## src/rtl/key_pkg.sv

```systemverilog
// rtl/key_pkg.sv - shared types and constants for the key conditioner
//
// Contents:
//   key_state_t         per-channel FSM state, 3-bit encoding
//   KEY_DEB_20MS        default debounce length at 50 MHz
//   KEY_REP_DELAY_500MS default hold time before the first auto-repeat
//   KEY_REP_RATE_100MS  default interval between auto-repeats
//   key_max3()          largest of three cycle counts, used to size counters

package key_pkg;

  typedef enum logic [2:0] {
    ST_IDLE      = 3'd0,
    ST_PRESS_CHK = 3'd1,
    ST_HELD      = 3'd2,
    ST_REPEAT    = 3'd3,
    ST_REL_CHK   = 3'd4
  } key_state_t;

  localparam int unsigned KEY_DEB_20MS        = 1_000_000;
  localparam int unsigned KEY_REP_DELAY_500MS = 25_000_000;
  localparam int unsigned KEY_REP_RATE_100MS  = 5_000_000;

  function automatic int unsigned key_max3(input int unsigned a,
                                           input int unsigned b,
                                           input int unsigned c);
    int unsigned m;
    m = a;
    if (b > m) m = b;
    if (c > m) m = c;
    return m;
  endfunction

endpackage

```

## src/rtl/key_debounce_ch.sv

```systemverilog
// rtl/key_debounce_ch.sv - one key channel: synchroniser, debounce FSM, repeat timer
//
// Ports:
//   clk    in   system clock
//   rst    in   asynchronous active-high reset
//   key_n  in   raw key pin, 0 = pressed
//   press  out  one-cycle pulse per accepted press
//   step   out  one-cycle pulse on press and on every auto-repeat
//   held   out  debounced pressed level

module key_debounce_ch
  import key_pkg::*;
#(
  parameter int unsigned DEBOUNCE_CYCLES     = KEY_DEB_20MS,
  parameter int unsigned REPEAT_DELAY_CYCLES = KEY_REP_DELAY_500MS,
  parameter int unsigned REPEAT_RATE_CYCLES  = KEY_REP_RATE_100MS,
  parameter bit          REPEAT_EN           = 1'b1
) (
  input  logic clk,
  input  logic rst,
  input  logic key_n,
  output logic press,
  output logic step,
  output logic held
);

  localparam int unsigned CNT_W =
    $clog2(key_max3(DEBOUNCE_CYCLES, REPEAT_DELAY_CYCLES, REPEAT_RATE_CYCLES)) + 1;

  localparam logic [CNT_W-1:0] CNT_MAX    = '1;
  localparam logic [CNT_W-1:0] DEB_LAST   = CNT_W'(DEBOUNCE_CYCLES - 1);
  // A zero repeat delay degenerates to "first repeat one cycle after press".
  localparam logic [CNT_W-1:0] DELAY_LAST =
    CNT_W'((REPEAT_DELAY_CYCLES == 32'd0) ? 32'd0 : REPEAT_DELAY_CYCLES - 1);
  localparam logic [CNT_W-1:0] RATE_LAST  = CNT_W'(REPEAT_RATE_CYCLES - 1);

  logic             sync_q1;
  logic             s;
  key_state_t       state;
  key_state_t       state_nxt;
  logic [CNT_W-1:0] cnt;
  logic             cnt_clr;
  logic             deb_done;
  logic             delay_done;
  logic             rate_done;
  logic             press_nxt;
  logic             step_nxt;
  logic             held_nxt;

  // Two-flop synchroniser; resets to the released level so a key held
  // through reset is seen as a fresh falling edge afterwards.
  always_ff @(posedge clk or posedge rst) begin
    if (rst) begin
      sync_q1 <= 1'b1;
      s       <= 1'b1;
    end else begin
      sync_q1 <= key_n;
      s       <= sync_q1;
    end
  end

  assign deb_done   = (cnt == DEB_LAST);
  assign delay_done = (cnt == DELAY_LAST);
  assign rate_done  = (cnt == RATE_LAST);

  // State register.
  always_ff @(posedge clk or posedge rst) begin
    if (rst) begin
      state <= ST_IDLE;
    end else begin
      state <= state_nxt;
    end
  end

  // Shared interval counter: cleared on every state entry and while idle,
  // otherwise counts up and sticks at all-ones instead of wrapping.
  always_ff @(posedge clk or posedge rst) begin
    if (rst) begin
      cnt <= '0;
    end else if (cnt_clr) begin
      cnt <= '0;
    end else if (cnt != CNT_MAX) begin
      cnt <= cnt + 1'b1;
    end
  end

  // Next-state logic.
  always_comb begin
    state_nxt = state;
    cnt_clr   = 1'b0;
    unique case (state)
      ST_IDLE: begin
        cnt_clr = 1'b1;
        if (!s) begin
          state_nxt = ST_PRESS_CHK;
        end
      end
      ST_PRESS_CHK: begin
        if (s) begin
          state_nxt = ST_IDLE;
          cnt_clr   = 1'b1;
        end else if (deb_done) begin
          state_nxt = ST_HELD;
          cnt_clr   = 1'b1;
        end
      end
      ST_HELD: begin
        if (s) begin
          state_nxt = ST_REL_CHK;
          cnt_clr   = 1'b1;
        end else if (REPEAT_EN && delay_done) begin
          state_nxt = ST_REPEAT;
          cnt_clr   = 1'b1;
        end
      end
      ST_REPEAT: begin
        if (s) begin
          state_nxt = ST_REL_CHK;
          cnt_clr   = 1'b1;
        end else if (rate_done) begin
          cnt_clr = 1'b1;
        end
      end
      ST_REL_CHK: begin
        // A low glitch while releasing counts as still held; the repeat
        // delay restarts from the re-entry into HELD.
        if (!s) begin
          state_nxt = ST_HELD;
          cnt_clr   = 1'b1;
        end else if (deb_done) begin
          state_nxt = ST_IDLE;
          cnt_clr   = 1'b1;
        end
      end
      default: begin
        state_nxt = ST_IDLE;
        cnt_clr   = 1'b1;
      end
    endcase
  end

  // Output decode; values are registered below so nothing reaches the
  // ports combinationally from key_n.
  always_comb begin
    press_nxt = (state == ST_PRESS_CHK) && !s && deb_done;
    step_nxt  = press_nxt
              | ((state == ST_HELD) && !s && REPEAT_EN && delay_done)
              | ((state == ST_REPEAT) && !s && rate_done);
    held_nxt  = (state_nxt == ST_HELD) || (state_nxt == ST_REPEAT) ||
                (state_nxt == ST_REL_CHK);
  end

  always_ff @(posedge clk or posedge rst) begin
    if (rst) begin
      press <= 1'b0;
      step  <= 1'b0;
      held  <= 1'b0;
    end else begin
      press <= press_nxt;
      step  <= step_nxt;
      held  <= held_nxt;
    end
  end

endmodule

```

## src/rtl/key_debounce.sv

```systemverilog
// rtl/key_debounce.sv - multi-channel push-button conditioner (top)
//
// Ports:
//   clk    in   system clock
//   rst    in   asynchronous active-high reset
//   key_n  in   [N_KEYS] raw key pins, 0 = pressed
//   press  out  [N_KEYS] one-cycle pulse per accepted press
//   step   out  [N_KEYS] press pulse plus auto-repeat pulses while held
//   held   out  [N_KEYS] debounced pressed level
//
// Channels are independent; simultaneous presses pulse in the same cycle.

module key_debounce
  import key_pkg::*;
#(
  parameter int unsigned N_KEYS              = 3,
  parameter int unsigned DEBOUNCE_CYCLES     = KEY_DEB_20MS,
  parameter int unsigned REPEAT_DELAY_CYCLES = KEY_REP_DELAY_500MS,
  parameter int unsigned REPEAT_RATE_CYCLES  = KEY_REP_RATE_100MS,
  parameter bit          REPEAT_EN           = 1'b1
) (
  input  logic              clk,
  input  logic              rst,
  input  logic [N_KEYS-1:0] key_n,
  output logic [N_KEYS-1:0] press,
  output logic [N_KEYS-1:0] step,
  output logic [N_KEYS-1:0] held
);

  for (genvar i = 0; i < N_KEYS; i++) begin : g_ch
    key_debounce_ch #(
      .DEBOUNCE_CYCLES    (DEBOUNCE_CYCLES),
      .REPEAT_DELAY_CYCLES(REPEAT_DELAY_CYCLES),
      .REPEAT_RATE_CYCLES (REPEAT_RATE_CYCLES),
      .REPEAT_EN          (REPEAT_EN)
    ) u_ch (
      .clk  (clk),
      .rst  (rst),
      .key_n(key_n[i]),
      .press(press[i]),
      .step (step[i]),
      .held (held[i])
    );
  end

endmodule
```

## config.mk

```make
export PLATFORM = sky130hd
export DESIGN_NAME = key_debounce
export DESIGN_NICKNAME = d
export VERILOG_FILES = /design/src/rtl/key_pkg.sv /design/src/rtl/key_debounce_ch.sv /design/src/rtl/key_debounce.sv
export SDC_FILE = /design/constraint.sdc
export NUM_CORES = 1
export LEC_CHECK = 0
export BUFFER_PORTS_ARGS = -buffer_cell sky130_fd_sc_hd__buf_2
export CAP_MARGIN = 5
export CELL_PAD_IN_SITES_DETAIL_PLACEMENT = 1
export CELL_PAD_IN_SITES_GLOBAL_PLACEMENT = 1
export CORE_AREA = 5 5 116 118
export DETAILED_ROUTE_END_ITERATION = 16
export DIE_AREA = 0 0 121 123
export HOLD_SLACK_MARGIN = 0.05
export PLACE_DENSITY = 0.77
export SETUP_SLACK_MARGIN = 0.02
export SYNTH_ARGS = -nofsm -noshare
export SYNTH_HDL_FRONTEND = slang
export SYNTH_SLANG_ARGS = --single-unit
```

## constraint.sdc

```tcl
create_clock -name clk -period 3.6 [get_ports clk]
set_input_delay 0.18 -clock clk [delete_from_list [all_inputs] [get_ports clk]]
set_output_delay 0.18 -clock clk [all_outputs]
set_load 0.01 [all_outputs]
```

==> out/summary.txt <==
critical-path cell list = nand2b_1 > nor4_1 > nand4_1 > nand2_1 > buf_4 > o2bb2a_1
outcome = complete, no violations
DR vias = 5041
R2R depth = 6
max incr delay on CP = 0.57 ns
clock buffer depth = 2
CP Data Arrival Time = 2.94 ns
Max stage delay cell, worst path = nor4_1
final worst slack = 0.898 ns
type of the most critical hold path = flip-flop to flip-flop
number of flops mapped to enable cells by yosys = 0
Setup crit start kind = flip-flop
setup bufs post-CTS = 0
initial antenna violation count = 0
PortBufs = 13
n_diodes = 0
DP Wirelength = 10700 um
Crit path max-delay family = simple AND/OR/NAND/NOR gates
Clock Pin Slew Worst Setup and Hold Paths = 0.07 ns
Final ANT Viol Nets = 0
Async SR Flop Fraction = 100%
Max-slew headroom = 45.6%
Die Ht = 123 um
critical setup path kind = flip-flop to flip-flop
PD cells = 347 mW/mm2
Die Area = 0.0149 mm2
CTS sink count = 102
CP Depth = 6
pre-CTS setup slack = 0.961 ns
vias in the first global route = 5282
Final Max Tran Viols = 0
Worst R2R Setup Slack = 0.90 ns
Setup crit end = g_ch[1].u_ch.cnt[7]$_DFFE_PP0P_
Syn Inst Count = 631
Num CTS Buffers = 9
Residual DRC = 0
RR Startpoint = g_ch[1].u_ch.cnt[7]$_DFFE_PP0P_
layout cells sized above 1 = 10.5%
peak supply drop = 235 uV
area grow syn2layout = 7.59%
distinct cell type count after synthesis = 76
sequential area share after synthesis = 43.0%
Skew-Pair Late Insertion Delay = 0.35 ns
static leakage = 2.40 nW
router iterations before antenna repair = 4
multi-input logic area = 0.00313 mm2
First DRT Iteration DRCs = 310
row count = 41
Placed Instance Area = 0.00606 mm2
RR Endpoint = g_ch[1].u_ch.cnt[7]$_DFFE_PP0P_
GP Congestion = 0.875
CP Data Required Time = 3.83 ns
CTS tree = done
Setup-failing EPs final = 0
RSZ-0062 raised after global routing = false
Core Footprint = 0.0124 mm2
Die Width = 121 um
Post-Syn Area = 0.00595 mm2
Layout Nets = 633
crit share post-route = 75.1%
H-tree levels = 3
Main synth FF type = dfrtp_1
Initial Util = 48.1%
final core utilization = 51.8%
Gates resized, CTS repair = 0
Total Wirelength = 15700 um
Worst Path Buf+Inv = 1
syn nets = 639
CP Capture Type = flip-flop
worst-path fanout max = 14
Least-Margin Pin Slew = 0.809 ns
first-pass GRT wire length = 26300 um
Max Cap Violations = 0
syn avg cell area = 9.43 um2
Overflow after GRT = 0
Synth Warn # = 0
# fillers = 1400
Fin Setup TNS = 0 ns
largest net degree at the start of global routing = 54
Clock Skew = 0.00683 ns
Via-to-Cell Ratio = 6.29
CP startpoint = g_ch[1].u_ch.cnt[7]$_DFFE_PP0P_
Global Route Usage Sum = 22.0%
fmax = 0.370 GHz
Synth Register Bits = 102
DR WL/cell = 19.6 um
IO Pins = 14
Root Driver = clkbuf_16
Tmin final = 2.70 ns
final hold violations = 0
Reg area = 0.00256 mm2
post-route cell area = 0.00640 mm2
-- power breakdown --
part           total (W)  internal, W  leakage, nW  switching (W)
Combinational  0.0000667    0.0000177        0.862      0.0000490
Clock           0.000991     0.000540        0.142       0.000450
Sequential       0.00117      0.00116         1.39     0.00000998
-- worst min path at each step --
stage / end / cells past startpoint / start
5_1_grt: g_ch[0].u_ch.s$_DFF_PP1_ / 0 / g_ch[0].u_ch.sync_q1$_DFF_PP1_
6_report: g_ch[2].u_ch.s$_DFF_PP1_ / 0 / g_ch[2].u_ch.sync_q1$_DFF_PP1_
2_1_floorplan: g_ch[0].u_ch.sync_q1$_DFF_PP1_ / 0 / key_n[0]
3_5_place_dp: g_ch[0].u_ch.sync_q1$_DFF_PP1_ / 1 / key_n[0]
3_3_place_gp: g_ch[2].u_ch.sync_q1$_DFF_PP1_ / 1 / key_n[2]
4_1_cts: g_ch[2].u_ch.s$_DFF_PP1_ / 0 / g_ch[2].u_ch.sync_q1$_DFF_PP1_
-- layer usage --
metal / global-route usage, % / routed length [um] / vias to the layer above
met3: 4.35 / 443 / 25
li1: - / - / 2385
met5: 0 / 0 / -
met2: 37.9 / 7900 / 87
met4: 5.95 / 246 / 0
met1: 28.3 / 7140 / 2544
-- area by class of cell --
type / instances / area share [%]
Clock buffer: 9 / 3.52
Clock inverter: 7 / 1.13
Inverter: 10 / 0.625
Multi-Input combinational cell: 478 / 48.9
Sequential cell: 102 / 40.0
Tap cell: 172 / 3.36
Timing Repair Buffer: 24 / 2.46
-- placed cells by master, fill, tap and decap left out, types with 11 or more instances in the layout --
cell and count:
a21oi_1 44, a22oi_1 21, and2_1 13, and4_1 18, buf_2 13, dfrtp_1 96, nand2_1 43, nand3_1 30
nand4_1 24, nor2_1 38, nor3_1 16, nor4_1 11, o21ai_0 17, o31ai_1 24, or3_1 14, or4_1 19
xnor2_1 21, xor2_1 17
-- synth_stat cells (14+ instances only) --
cell,n,area share [%]
nand2_1,43,2.7
xnor2_1,21,3.1
xor2_1,17,2.5
and4_1,18,2.6
dfrtp_1,96,40
nand3_1,30,2.5
o21ai_0,17,1.4
a21oi_1,44,3.7
o31ai_1,24,3.0
or4_1,19,2.4
or3_1,14,1.5
nand4_1,24,2.5
clkbuf_1,14,0.88
nor2_1,38,2.4
buf_2,14,1.2
a22oi_1,21,2.6
nor3_1,16,1.3
-- logic make-up after synthesis --
group                      count (synthesis)  synth area share [%]
DFF                                      102                  43.0
adders and majority gates                  3                 0.631
xor gates and xnor gates                  38                  5.59
and+or+nand+nor                          276                  27.3
buffers and inverters                     51                  4.35
AOI/OAI and AO/OA                        156                  18.2
muxes                                      5                 0.841
-- metrics by stage --
step	instances	power [W]	hold WS [ns]
final	802	0.00222	0.359
after CTS	802	0.00226	0.361
after detailed placement	782	0.00125	0.288
after global routing	802	0.00231	0.364
after global placement	782	0.00125	0.287
after floorplan	631	0.00123	0.184
-- repair_timing --
item,4_1_cts,5_1_grt
hold endpoints to repair,52,0
endpoints found under the setup margin,0,0
hold buffers,4,0
-- sequential cells by signal, summed over array words and instances, names as in the netlist --
register	cells
g_ch.u_ch.held	3
g_ch.u_ch.step	3
g_ch.u_ch.sync_q1	3
g_ch.u_ch.state	9
g_ch.u_ch.cnt	78
g_ch.u_ch.s	3
g_ch.u_ch.press	3
(Power assumes the default switching activity.)
